### src/rtl/insn_assembler_pkg.sv
// a3_ctl_pkg: opcodes, state encoding and widths shared between the
// instruction assembler and the control unit.
package a3_ctl_pkg;
    localparam logic [7:0] CTL_NOP      = 8'h00;
    localparam logic [7:0] CTL_LOAD_IMM = 8'h01;
    localparam int REG_W     = 6;
    localparam int IMM_W     = 64;
    localparam int IMM_BYTES = IMM_W / 8;
    typedef enum logic [1:0] {S_OP, S_REG, S_IMM, S_ISSUE} state_t;
endpackage

### src/rtl/insn_assembler_if.sv
// insn_assembler_if: byte-stream input and control-unit issue port of the assembler.
interface insn_assembler_if import a3_ctl_pkg::*; ();
    logic [7:0]       bus_in;
    logic             bus_valid;
    logic             bus_ready;
    logic             ctl_ready;
    logic [7:0]       ctl_op;
    logic [REG_W-1:0] reg_sel;
    logic [IMM_W-1:0] data_in;
    logic             err_illegal;
    logic             err_bad_reg;
    logic [15:0]      insn_count;
    modport slave (
        input  bus_in, bus_valid, ctl_ready,
        output bus_ready, ctl_op, reg_sel, data_in, err_illegal, err_bad_reg, insn_count
    );
    modport master (
        output bus_in, bus_valid, ctl_ready,
        input  bus_ready, ctl_op, reg_sel, data_in, err_illegal, err_bad_reg, insn_count
    );
endinterface

### src/rtl/insn_assembler.sv
// insn_assembler: assembles opcode/register/8-byte-immediate streams into
// one-cycle LOAD_IMM pulses for the control unit.
module insn_assembler import a3_ctl_pkg::*; (
    input logic              clk,
    input logic              rst,
    insn_assembler_if.slave  bus
);
    state_t           state;
    logic [2:0]       cnt;
    logic [REG_W-1:0] reg_hold;
    logic [IMM_W-1:0] imm;
    logic             take;

    assign bus.bus_ready = !rst && state != S_ISSUE;
    assign take = bus.bus_valid && bus.bus_ready;

    always_ff @(posedge clk) begin
        if (rst) begin
            state           <= S_OP;
            cnt             <= '0;
            reg_hold        <= '0;
            imm             <= '0;
            bus.ctl_op      <= CTL_NOP;
            bus.reg_sel     <= '0;
            bus.data_in     <= '0;
            bus.err_illegal <= 1'b0;
            bus.err_bad_reg <= 1'b0;
            bus.insn_count  <= '0;
        end else begin
            bus.ctl_op      <= CTL_NOP;
            bus.err_illegal <= 1'b0;
            bus.err_bad_reg <= 1'b0;
            case (state)
                S_OP: if (take) begin
                    if (bus.bus_in == CTL_LOAD_IMM) state <= S_REG;
                    else if (bus.bus_in != CTL_NOP) bus.err_illegal <= 1'b1;
                end
                S_REG: if (take) begin
                    if (|bus.bus_in[7:6]) begin
                        bus.err_bad_reg <= 1'b1;
                        state           <= S_OP;
                    end else begin
                        reg_hold <= bus.bus_in[REG_W-1:0];
                        imm      <= '0;
                        cnt      <= '0;
                        state    <= S_IMM;
                    end
                end
                S_IMM: if (take) begin
                    // little-endian: byte k lands in imm[8k+7:8k]
                    imm[{cnt, 3'b000} +: 8] <= bus.bus_in;
                    cnt <= cnt + 3'd1;
                    if (cnt == 3'(IMM_BYTES - 1)) state <= S_ISSUE;
                end
                S_ISSUE: if (bus.ctl_ready) begin
                    bus.ctl_op     <= CTL_LOAD_IMM;
                    bus.reg_sel    <= reg_hold;
                    bus.data_in    <= imm;
                    bus.insn_count <= bus.insn_count + 16'd1;
                    state          <= S_OP;
                end
                default: state <= S_OP;
            endcase
        end
    end
endmodule

### src/flat_wrapper.sv
// flat-port wrapper written by rule: the top's interface ports become plain ports
module insn_assembler_flat import a3_ctl_pkg::*;
  (clk, rst, bus_bus_in, bus_bus_valid, bus_ctl_ready, bus_bus_ready, bus_ctl_op, bus_reg_sel, bus_data_in, bus_err_illegal, bus_err_bad_reg, bus_insn_count);
  insn_assembler_if bus_i ();
  input logic clk;
  input logic rst;
  input wire logic [$bits(bus_i.bus_in)-1:0] bus_bus_in;
  input wire logic [$bits(bus_i.bus_valid)-1:0] bus_bus_valid;
  input wire logic [$bits(bus_i.ctl_ready)-1:0] bus_ctl_ready;
  output wire logic [$bits(bus_i.bus_ready)-1:0] bus_bus_ready;
  output wire logic [$bits(bus_i.ctl_op)-1:0] bus_ctl_op;
  output wire logic [$bits(bus_i.reg_sel)-1:0] bus_reg_sel;
  output wire logic [$bits(bus_i.data_in)-1:0] bus_data_in;
  output wire logic [$bits(bus_i.err_illegal)-1:0] bus_err_illegal;
  output wire logic [$bits(bus_i.err_bad_reg)-1:0] bus_err_bad_reg;
  output wire logic [$bits(bus_i.insn_count)-1:0] bus_insn_count;
  assign bus_i.bus_in = bus_bus_in;
  assign bus_i.bus_valid = bus_bus_valid;
  assign bus_i.ctl_ready = bus_ctl_ready;
  assign bus_bus_ready = bus_i.bus_ready;
  assign bus_ctl_op = bus_i.ctl_op;
  assign bus_reg_sel = bus_i.reg_sel;
  assign bus_data_in = bus_i.data_in;
  assign bus_err_illegal = bus_i.err_illegal;
  assign bus_err_bad_reg = bus_i.err_bad_reg;
  assign bus_insn_count = bus_i.insn_count;
  insn_assembler u_core (.clk(clk), .rst(rst), .bus(bus_i));
endmodule
### config.mk
export PLATFORM = sky130hd
export DESIGN_NAME = insn_assembler_flat
export DESIGN_NICKNAME = d
export VERILOG_FILES = /design/src/rtl/insn_assembler_pkg.sv /design/src/rtl/insn_assembler_if.sv /design/src/rtl/insn_assembler.sv /design/src/flat_wrapper.sv
export SDC_FILE = /design/constraint.sdc
export NUM_CORES = 1
export LEC_CHECK = 0
export ABC_AREA = 1
export CORE_ASPECT_RATIO = 1.2
export CORE_MARGIN = 5
export CORE_UTILIZATION = 35
export CTS_CLUSTER_DIAMETER = 60
export CTS_CLUSTER_SIZE = 14
export DETAILED_ROUTE_END_ITERATION = 16
export REMOVE_ABC_BUFFERS = 1
export SYNTH_ARGS = -nofsm -noshare
export SYNTH_HDL_FRONTEND = slang
export SYNTH_SLANG_ARGS = --single-unit
### constraint.sdc
create_clock -name clk -period 1.98 [get_ports clk]
set_input_delay 0.198 -clock clk [delete_from_list [all_inputs] [get_ports clk]]
set_output_delay 0.198 -clock clk [all_outputs]
set_load 0.005 [all_outputs]
== Yosys cells after proc, flatten, opt, wreduce, memory -nomap -nowiden ==
Index checks and enable logic that the tools add are counted.

* $add $sub $neg: 3
* Equal/unequal tests: 13
* Shift operators: 2
* Mux-type cells: 20
* Bitwise gates (word level): 5
* Reductions and logical operators: 14

{| class="wikitable"
|+ Operators with widths
! cell !! count
|-
| $mux W64 || 3
|-
| $pmux W64 S2 || 1
|-
| $bwmux W64 || 1
|-
| $shift A8 B8 Y64 const A || 1
|-
| $shiftx A8 B8 Y64 || 1
|-
| $add A16 B1 Y16 const B || 1
|-
| $mux W2 || 7
|-
| $ne A2 B1 Y1 const B || 5
|-
| $mux W3 || 3
|-
| $eq A8 B1 Y1 const B || 1
|-
| $neg A6 Y8 || 1
|-
| $pmux W2 S4 || 1
|-
| $reduce_bool A8 Y1 || 1
|-
| $ne A2 B2 Y1 const B || 3
|-
| $pmux W3 S2 || 1
|-
| $reduce_and A6 Y1 || 1
|-
| $not A1 Y1 || 5
|-
| $eq A2 B2 Y1 const B || 2
|-
| $reduce_and A4 Y1 || 1
|-
| $reduce_or A2 Y1 || 2
|-
| $reduce_or A4 Y1 || 1
|-
| $add A3 B1 Y3 const B || 1
|-
| $eq A3 B3 Y1 const B || 1
|-
| $mux W1 || 3
|-
| other kinds (8) || 9
|}

* Register bits: 171
* Output and inout port bits: 97
* Logic and storage cells: 67

== Depth between registers and ports, before layout ==
Gate-level depths: netlist of the first run.

* Depth in word-level cells: 5
* Depth in mapped cells: 11
* Mapped depth without buffers: 11

== Worst setup path before layout of the first run ==
OpenSTA, ideal clock, no wires.

* Path kind: register to register
* From: register u_core.cnt[0]
* To: register u_core.imm[56]
* Setup time: 0.070 ns
* Arrival: 1.951 ns
* Required time: 1.910 ns
* Slack: -0.041 ns
* Stages on the path, launching flop included: 10
* Path buffers: 0
* Period minus slack after synthesis: 2.021 ns
* Path through: dfxtp_1 inv_1 ha_1 ha_1 inv_1 nand4_1 clkinv_1 o21ai_1 nand2_1 a21oi_1

* Word-level cells in the longest chain between the ends: 5
* Elaborated cells between the ends (all ways): 6

{| class="wikitable"
|+ RTL lines
! element !! line !! RTL
|-
| from (decl) || insn_assembler.sv:9 || <nowiki>logic [2:0] cnt;</nowiki>
|-
| from (signal assigned) || insn_assembler.sv:52 || <nowiki>cnt <= cnt + 3'd1;</nowiki>
|-
| $neg A6 Y8 * || insn_assembler.sv:51 || <nowiki>imm[{cnt, 3'b000} +: 8] <= bus.bus_in;</nowiki>
|-
| $shiftx A8 B8 Y64 / $shift A8 B8 Y64 (equally long branches) || insn_assembler.sv:51 ||
|-
| $bwmux W64 * || insn_assembler.sv:51 ||
|-
| $mux W64 * || insn_assembler.sv:49 || <nowiki>S_IMM: if (take) begin</nowiki>
|-
| $pmux W64 S2 * || insn_assembler.sv:33 || <nowiki>case (state)</nowiki>
|-
| to (signal, indexed assignment) || insn_assembler.sv:51 ||
|-
| to (decl) || insn_assembler.sv:11 || <nowiki>logic [IMM_W-1:0] imm;</nowiki>
|}

Mark *: on every way between the ends. The rest lies on a longest branch, timed or not. The select of a mux whose other input is x is not followed.
A chain may end at the register's enable or synchronous reset.

== Worst setup path in the final report of the first run ==
* From: register u_core.state[0]
* To: output port bus_bus_ready

* Word-level cells in the longest chain between the ends: 2

{| class="wikitable"
|+ RTL lines
! element !! line !! RTL
|-
| from (decl) || insn_assembler.sv:8 || <nowiki>state_t state;</nowiki>
|-
| from (signal assigned) || insn_assembler.sv:19 || <nowiki>state <= S_OP;</nowiki>
|-
| from (signal assigned) || insn_assembler.sv:35 || <nowiki>if (bus.bus_in == CTL_LOAD_IMM) state <= S_REG;</nowiki>
|-
| from (signal assigned) || insn_assembler.sv:41 || <nowiki>state <= S_OP;</nowiki>
|-
| $ne A2 B2 Y1 || insn_assembler.sv:14 || <nowiki>assign bus.bus_ready = !rst && state != S_ISSUE;</nowiki>
|-
| $logic_and A1 B1 Y1 || insn_assembler.sv:14 ||
|-
| to (decl) || flat_wrapper.sv:10 || <nowiki>output wire logic [$bits(bus_i.bus_ready)-1:0] bus_bus_ready;</nowiki>
|}

No other way between the ends.

==> impl_metrics.csv, run 1 <==
group,metric,value,unit
worst_setup_path,critPathMaxFanout,6,
pwr,totalPowerFinal,0.00679,W
routing,drc,0,
timing,tightest_slew,0.844,ns
synth,synth_flop_cell,"dfxtp_1",
synth,netlist_instances,840,
routing,ant_nets,0,
synth,yosys_warnings,0,
die,dieArea,20600,um^2
worst_setup_path,crit_buf_inv,2,
timing,holdWs,0.259,ns
timing,setup_violations,0,
worst_setup_path,r2r_slack,0.15,ns
global_route,grt_first_pass_wirelength,27000,um
clocking,cts_buffer_depth,2,
worst_setup_path,rr_worst_depth,9,
die,die_h,156,um
place,portBuffers,101,
worst_setup_path,crit_family,"buffers and inverters",
final_layout,antenna_cells,0,
timing,slew-limit-headroom,43.8,%
clocking,numCtsBuffers,17,
synth,synth_seq_cells,164,
worst_setup_path,cp.arrival,1.69,ns
global_route,grt_usage,15.9,%
final_layout,drive_gt1_share,11.6,%
worst_setup_path,worstPathCellList,"nand2_2 > inv_1 > nor2_1 > clkdlybuf4s50_1",
synth,yosysSeqAreaShare,52.5,%
timing,finalHoldViolCount,0,
die,boundaryPins,109,
global_route,grt_max_degree,99,
synth,ys_async_sr_fraction,0,%
final_layout,area_delta_synth_final,35.1,%
final_layout,final_common_cell,"nor2_1",
worst_setup_path,slowest_delay,0.53,ns
pwr,ir_drop,0.546,mV
clocking,htreeDepth,4,
worst_setup_path,path_class,"reg2out",
routing,firstDrtPassIters,4,
worst_setup_path,critical_path.slowest_cell,"clkdlybuf4s50_1",
timing,post-route-min-period,1.89,ns
place,hpwlAfterDp,11200,um
worst_hold_path,hold_class,"in2reg",
routing,wire_per_inst,13.4,um
timing,rsz0062_at_grt,"yes",
pwr,p_leak,3.47,nW
synth,syn-cell-area,6250,um^2
timing,fin_worst_skew,0.0116,ns
worst_setup_path,critPathLaunchType,"register",
worst_setup_path,cp-end-kind,"primary output",
clocking,cts_root_buffer,"clkbuf_16",
worst_setup_path,worst-path-stages,4,
clocking,clock-sinks,164,
routing,dr.first_iter.drc_count,448,
worst_setup_path,cp-startpoint,"u_core.state[0]",
worst_setup_path,critical_path.endpoint,"bus_bus_ready",
die,core_area,17600,um^2
synth,synth-edff-count,0,
routing,route.met3.wl,825,um
die,die_x,132,um
worst_setup_path,reg2reg_from,"u_core.cnt[1]",
synth,synth_cell_types,25,
die,initial_core_util,35.6,%
global_route,grt-ovfl-total,0,
routing,wl_met2,7480,um
clocking,worstSkewPairLatency,0.43,ns
clocking,cts_tree,"yes",
timing,fmax,529,MHz
final_layout,top_regs,"u_core.bus.data_in (64), u_core.imm (64), u_core.bus.insn_count (16)",
worst_setup_path,cp.required,1.78,ns
timing,final_max_slew_viol_count,0,
routing,drt-total-wl,16200,um
synth,syn_area_per_cell,7.44,um^2
worst_setup_path,rr_endpoint,"u_core.imm[31]",
job,cap_viol_max_count,0,
timing,period_share,95.4,%
clocking,clk_pin_slew,0.07,ns
pwr,powerDensity,804,nW/um^2
routing,viasPerCell,4.64,
global_route,antenna_found_initial,0,
status,status,"complete, no violations",
die,num_rows,53,
routing,highest_layer,"met4",
routing,vias,5615,
place,gp_congestion,0.793,
routing,drt-met1-wl,7640,um
global_route,grt_pass1_vias,5280,
final_layout,mostFrequentLayoutCells,"nor2_1, dfxtp_1, nand2_1",
final_layout,nNetsFinal,996,
-- metrics by stage --
stage | TNS, ns | cells | area (um^2) | worst slack [ns] | util (%)
2_1_floorplan | -72.62 | 803 | 6080 | -0.787 | -
4_1_cts | 0 | 1209 | 8380 | 0.0587 | 47.7
3_5_place_dp | -0.619 | 1177 | 7770 | -0.0610 | 44.2
5_1_grt | -0.00867 | 1211 | 8440 | -0.00867 | 48.0
6_report | 0 | 1211 | 8440 | 0.0908 | 48.0
3_3_place_gp | -0.558 | 1177 | 7770 | -0.0557 | 44.2
-- per-layer routing --
layer  GRT usage, %  up-vias
met5              0        -
met3           3.92       20
met4           5.14        0
met1           21.9     2507
met2           24.8      130
li1               -     2958
-- repair_timing --
| action | in CTS | in global routing |
|---|---|---|
| hold buffers | 0 | 0 |
| pin swaps | 0 | 4 |
| endpoints found under the setup margin | 5 | 52 |
| setup buffers | 0 | 2 |
| gates resized for setup | 1 | 9 |
| hold endpoints to repair | 0 | 0 |
-- worst register-to-register path, stage by stage (launching register included) --
cell and delay (ns):
dfxtp_1 0.33, inv_1 0.06, ha_1 0.20, ha_2 0.38, inv_1 0.08, nor2_2 0.18
nor2_1 0.08, nor2_2 0.20, o21ai_0 0.11, nor2_1 0.14
-- worst min-delay path by stage --
| stage | from | end | cells past startpoint |
|---|---|---|---|
| floorplan | rst | register | 1 |
| global placement | u_core.imm[17] | u_core.imm[17] | 2 |
| detailed placement | u_core.imm[20] | u_core.imm[20] | 2 |
| CTS | rst | u_core.bus.err_bad_reg | 5 |
| global route | rst | u_core.bus.err_illegal | 5 |
| finish | rst | u_core.bus.err_bad_reg | 5 |
-- Yosys cell counts (all sizes together), types with 5 or more instances --
cell	n	area (um^2)
clkbuf	32	120
dfxtp	164	3280
inv	48	180
buf	11	73.8
nand2	155	584
o21ai	103	515
a21oi	85	437
nand3	14	82.6
nand4	5	31.3
nor2	203	795
ha	6	75.1
nor3	7	35.0
-- cells by family after synthesis --
kind of cell | after synthesis | synth area share (%)
DFF | 164 | 52.5
AOI/OAI and AO/OA | 189 | 15.4
adders and majority gates | 6 | 1.20
xor gates and xnor gates | 1 | 0.140
buffers and inverters | 94 | 6.17
and+or+nand+nor | 385 | 24.5
other | 1 | 0.0600
-- power by group --
part           total [W]  switching (W)  internal [W]
clock            0.00337        0.00137       0.00200
combinational   0.000113      0.0000763     0.0000371
sequential       0.00330    0.000000495       0.00330
-- cell type report --
class | instances | area [um^2]
tap | 220 | 275
inverter | 51 | 191
clock inverter | 14 | 174
clock buffer | 18 | 429
multi-input combinational | 588 | 2650
sequential | 164 | 3280
fill | 1738 | 9130
timing repair buffer | 156 | 1440
No activity file was read; power rests on OpenSTA's default activity.
==> run 2: changes to the inputs <==
--- a/config.mk
+++ b/config.mk
@@ -12,6 +12,7 @@
 export CTS_CLUSTER_DIAMETER = 60
 export CTS_CLUSTER_SIZE = 14
 export DETAILED_ROUTE_END_ITERATION = 16
+export RECOVER_POWER = 50
 export REMOVE_ABC_BUFFERS = 1
 export SYNTH_ARGS = -nofsm -noshare
 export SYNTH_HDL_FRONTEND = slang
==> run 2 against run 1 <==
Largest power group unchanged. Maximum frequency is 1.3% higher. Critical path type unchanged. Sequential cell count stayed put. Critical path depth unchanged. Largest cell class unchanged. Register-to-register slack is essentially flat. Clock skew grew 0.00086 ns. Non-clock buffer count unchanged.
==> impl_metrics.csv, run 2 (synthesis gave the netlist of run 1 again) <==
group,metric,value,unit
timing,fmax,536,MHz
place,hpwlAfterDp,11200,um
die,dieArea,20600,um^2
worst_setup_path,worstPathCellList,"nand2_2 > inv_1 > nor2_1 > clkdlybuf4s50_1",
global_route,grt-ovfl-total,0,
die,core_area,17600,um^2
pwr,ir_drop,0.546,mV
worst_setup_path,slowest_delay,0.53,ns
timing,slew-limit-headroom,43.9,%
timing,finalHoldViolCount,0,
clocking,cts_tree,"yes",
global_route,grt_first_pass_wirelength,27000,um
worst_setup_path,path_class,"reg2out",
timing,final_max_slew_viol_count,0,
global_route,grt_pass1_vias,5280,
final_layout,mostFrequentLayoutCells,"nor2_1, dfxtp_1, nand2_1",
clocking,cts_root_buffer,"clkbuf_16",
clocking,htreeDepth,4,
die,initial_core_util,35.6,%
timing,period_share,94.2,%
timing,rsz0062_at_grt,"yes",
timing,fin_worst_skew,0.0124,ns
clocking,worstSkewPairLatency,0.43,ns
pwr,p_leak,3.76,nW
final_layout,drive_gt1_share,10.9,%
global_route,grt_max_degree,99,
final_layout,fin_util,47.8,%
pwr,internal_power,0.00533,W
clocking,clock-sinks,164,
pwr,powerDensity,809,nW/um^2
worst_setup_path,critical_path.slowest_cell,"clkdlybuf4s50_1",
place,gp_congestion,0.793,
worst_setup_path,critPathLaunchType,"register",
die,boundaryPins,109,
pwr,power_frac_comb,1.6,%
timing,post-route-min-period,1.86,ns
status,status,"complete, no violations",
place,place_ws,-0.0610,ns
routing,drc,0,
routing,ant_nets,0,
pwr,switching_power,0.00146,W
die,die_h,156,um
pwr,power.share.clock,49.8,%
routing,vias,5675,
die,num_rows,53,
timing,tightest_slew,0.842,ns
global_route,grt_usage,15.9,%
final_layout,final_common_cell,"nor2_1",
final_layout,area_delta_synth_final,34.3,%
die,die_x,132,um
worst_hold_path,hold_class,"in2reg",
timing,finalWorstSetupSlack,0.116,ns
routing,viasPerCell,4.69,
timing,setup_violations,0,
routing,drt-total-wl,16300,um
clocking,cts_buffer_depth,2,
worst_setup_path,cp.arrival,1.67,ns
final_layout,top_regs,"u_core.bus.data_in (64), u_core.imm (64), u_core.bus.insn_count (16)",
worst_setup_path,critPathMaxFanout,6,
final_layout,nNetsFinal,996,
place,portBuffers,101,
routing,dr.first_iter.drc_count,426,
routing,firstDrtPassIters,5,
routing,wire_per_inst,13.5,um
clocking,clk_pin_slew,0.07,ns
job,cap_viol_max_count,0,
global_route,antenna_found_initial,0,
pwr,switching_share,21.4,%
clocking,numCtsBuffers,17,
pwr,p_seq_share,48.6,%
worst_setup_path,cp.required,1.78,ns
final_layout,antenna_cells,0,
worst_setup_path,cp-end-kind,"primary output",
[run 2: changes by cell type in the layout (fill, tap and decap cells not counted), sizes merged]
cell	previous run	this run
clkdlybuf4s50	100	11
clkbuf	18	25
buf	56	49
dlygate4sd3	0	89
[run 2: metrics by stage]
step	hold WS, ns	instance area, um^2	cells	total power, W	setup TNS, ns
after floorplan	0.267	6080	803	0.00342	-72.62
after global placement	0.448	7770	1177	0.00349	-0.558
after detailed placement	0.453	7770	1177	0.00349	-0.619
after CTS	0.240	8380	1209	0.00688	0
after global routing	0.358	8390	1211	0.00702	-0.00867
final	0.329	8390	1211	0.00679	0
[run 2: timing repair]
item	in CTS	in global routing
gates resized for setup	1	9
hold buffers	0	0
gates cloned	0	0
endpoints found under the setup margin	5	52
buffers inserted	0	2
pin swaps	0	4
[run 2: cell type report]
class                           instances  area, um^2
Fill cell                            1748        9180
Sequential cell                       164        3280
Multi-Input combinational cell        588        2630
Timing Repair Buffer                  156        1410
Clock buffer                           18         429
Tap cell                              220         275
Inverter                               51         191
Clock inverter                         14         174
[run 2: final timing paths]
path,to,start,cells past startpoint,slack (ns)
worst max-delay path,bus_bus_ready,u_core.state[0],4,0.12
worst min-delay path,u_core.bus.err_bad_reg,rst,5,0.33
worst max register to register,u_core.imm[31],u_core.cnt[0],9,0.15
worst min register to register,u_core.imm[20],u_core.imm[20],2,0.46
[run 2: worst max-delay path: cells and delay by family (launching register included)]
family	cells	cell delay, ns
buf+inv	2	0.60
flops	1	0.38
simple gates	2	0.27
[run 2: metal layers]
layer  global-route usage [%]  vias to the layer above  share of wire (%)
met3                     3.92                       22                5.1
met4                     5.14                        0                1.8
li1                         -                     2965                  -
met1                     21.9                     2561                 47
met2                     24.8                      127                 46
met5                        0                        -                  0
[run 2: power by group through the flow]
stage | registers [W] | logic (W) | clock network (W)
floorplan | 0.00337 | 0.0000411 | 0
global placement | 0.00337 | 0.000115 | 0
detailed placement | 0.00337 | 0.000114 | 0
CTS | 0.00330 | 0.000115 | 0.00347
global route | 0.00330 | 0.000125 | 0.00359
finish | 0.00330 | 0.000111 | 0.00338
==> run 3: changes to the inputs <==
--- a/config.mk
+++ b/config.mk
@@ -17,3 +17,4 @@
 export SYNTH_ARGS = -nofsm -noshare
 export SYNTH_HDL_FRONTEND = slang
 export SYNTH_SLANG_ARGS = --single-unit
+export TNS_END_PERCENT = 5
==> run 3 against run 2 <==
Clock-buffer cell count did not move. Setup slack got worse by 0.0089 ns. Via count fell by 0.48%. Core utilization rose by 0.057 points. Total power rose by 0.11%. Sequential share of layout area barely moved. Global-route usage did not move. First-iteration DRC count rose by 0.23%. Register-to-register slack got worse by 0.03 ns. Critical path type unchanged.
==> impl_metrics.csv, run 3 (synthesis gave the netlist of run 1 again) <==
group,metric,value,unit
status,status,"complete, no violations",
timing,rsz0062_at_grt,"yes",
job,cap_viol_max_count,0,
worst_setup_path,critical_path.endpoint,"bus_bus_ready",
worst_setup_path,critical_path.slowest_cell,"clkdlybuf4s50_1",
timing,finalWorstSetupSlack,0.107,ns
global_route,grt_usage,15.9,%
timing,post-route-min-period,1.87,ns
timing,fin_worst_skew,0.0109,ns
routing,drc,0,
die,die_h,156,um
pwr,p_leak,3.74,nW
worst_hold_path,hold_class,"in2reg",
global_route,grt_pass1_vias,5280,
worst_setup_path,slowest_delay,0.52,ns
clocking,htreeDepth,4,
die,dieArea,20600,um^2
final_layout,nFillCells,1740,
final_layout,antenna_cells,0,
place,hpwlAfterDp,11200,um
worst_setup_path,r2r_slack,0.12,ns
clocking,cts_buffer_depth,2,
final_layout,area_delta_synth_final,34.5,%
worst_setup_path,worst-path-stages,4,
global_route,antenna_found_initial,0,
die,core_area,17600,um^2
routing,viasPerCell,4.67,
clocking,cts_tree,"yes",
routing,dr.first_iter.drc_count,427,
place,gp_congestion,0.793,
worst_setup_path,cp-startpoint,"u_core.state[0]",
worst_setup_path,cp-end-kind,"primary output",
clocking,cts_root_buffer,"clkbuf_16",
final_layout,mostFrequentLayoutCells,"nor2_1, dfxtp_1, nand2_1",
routing,drt-total-wl,16300,um
global_route,grt-ovfl-total,0,
routing,wire_per_inst,13.5,um
worst_setup_path,cp.arrival,1.68,ns
timing,fmax,534,MHz
timing,tightest_slew,0.862,ns
die,boundaryPins,109,
worst_setup_path,rr_endpoint,"u_core.imm[19]",
routing,vias,5648,
global_route,grt_max_degree,99,
pwr,powerDensity,809,nW/um^2
worst_setup_path,critPathLaunchType,"register",
clocking,worstSkewPairLatency,0.43,ns
timing,finalHoldViolCount,0,
clocking,numCtsBuffers,17,
place,place_ws,-0.0610,ns
place,portBuffers,101,
clocking,hold_buffers,0,
final_layout,top_regs,"u_core.bus.data_in (64), u_core.imm (64), u_core.bus.insn_count (16)",
worst_setup_path,rr_worst_depth,9,
routing,ant_nets,0,
routing,firstDrtPassIters,5,
worst_setup_path,path_class,"reg2out",
worst_setup_path,crit_family,"buffers and inverters",
timing,slew-limit-headroom,42.5,%
worst_setup_path,crit_buf_inv,2,
final_layout,drive_gt1_share,11.2,%
final_layout,final_common_cell,"nor2_1",
timing,setup_violations,0,
final_layout,fin_util,47.8,%
die,initial_core_util,35.6,%
die,num_rows,53,
timing,period_share,94.6,%
clocking,clk_pin_slew,0.07,ns
clocking,clock-sinks,164,
worst_setup_path,worstPathCellList,"nand2_2 > inv_1 > nor2_1 > clkdlybuf4s50_1",
timing,holdWs,0.328,ns
worst_setup_path,critPathMaxFanout,6,
global_route,grt_first_pass_wirelength,27000,um
final_layout,nNetsFinal,994,
timing,final_max_slew_viol_count,0,
worst_hold_path,whs_path_depth,5,
worst_setup_path,cp.required,1.78,ns
pwr,ir_drop,0.553,mV
die,die_x,132,um
==> run 3: timing repair <==
item                                    in CTS  in global routing
pin swaps                                    0                  0
endpoints found under the setup margin       5                 52
setup buffers                                0                  0
cloned                                       0                  0
hold endpoints to repair                     0                  0
gates resized for setup                      1                 11
==> run 3: per-stage QoR <==
stage | cells | instance area [um^2] | total power [W] | TNS (ns)
floorplan | 803 | 6080 | 0.00342 | -72.62
global placement | 1177 | 7770 | 0.00349 | -0.558
detailed placement | 1177 | 7770 | 0.00349 | -0.619
CTS | 1209 | 8380 | 0.00688 | 0
global route | 1209 | 8400 | 0.00702 | -0.0436
finish | 1209 | 8400 | 0.00680 | 0
==> run 3: how the worst min path moves through the flow <==
stage,startpoint,to,slack (ns)
3_3_place_gp,u_core.imm[17],u_core.imm[17],0.45
2_1_floorplan,rst,register,0.27
6_report,rst,u_core.bus.err_bad_reg,0.33
4_1_cts,rst,u_core.bus.err_bad_reg,0.24
3_5_place_dp,u_core.imm[20],u_core.imm[20],0.45
5_1_grt,rst,u_core.bus.err_illegal,0.36
==> run 3: area by class of cell <==
| cell class | instances | area [um^2] | area share [%] |
|---|---|---|---|
| flip-flops and latches | 164 | 3280 | 39.1 |
| repair buffers | 154 | 1410 | 16.8 |
| clock buffers | 18 | 429 | 5.11 |
| clock inverters | 14 | 174 | 2.07 |
| inverters | 51 | 191 | 2.28 |
| multi-input cells | 588 | 2640 | 31.4 |
| well taps | 220 | 275 | 3.28 |
==> run 3: power by group <==
| group | internal [W] | switching, W | total [W] | leakage (nW) |
|---|---|---|---|---|
| sequential | 0.00330 | 0.000000507 | 0.00330 | 1.32 |
| combinational | 0.0000357 | 0.0000758 | 0.000112 | 2.13 |
| clock | 0.00200 | 0.00139 | 0.00338 | 0.284 |
| total | 0.00533 | 0.00146 | 0.00680 | 3.74 |
==> run 3: worst min-delay path, delay by kind of cell <==
kind,cells,cell delay [ns]
buffers and inverters,3,0.33
AND/OR/NAND/NOR,2,0.19
==> run 3: routing by layer <==
metal  GRT usage (%)  routed length, um  share of wire, %
met1            21.9               7760                47
met2            24.8               7490                46
met3            3.92                822               5.0
met4            5.14                271               1.7
met5               0                  0                 0
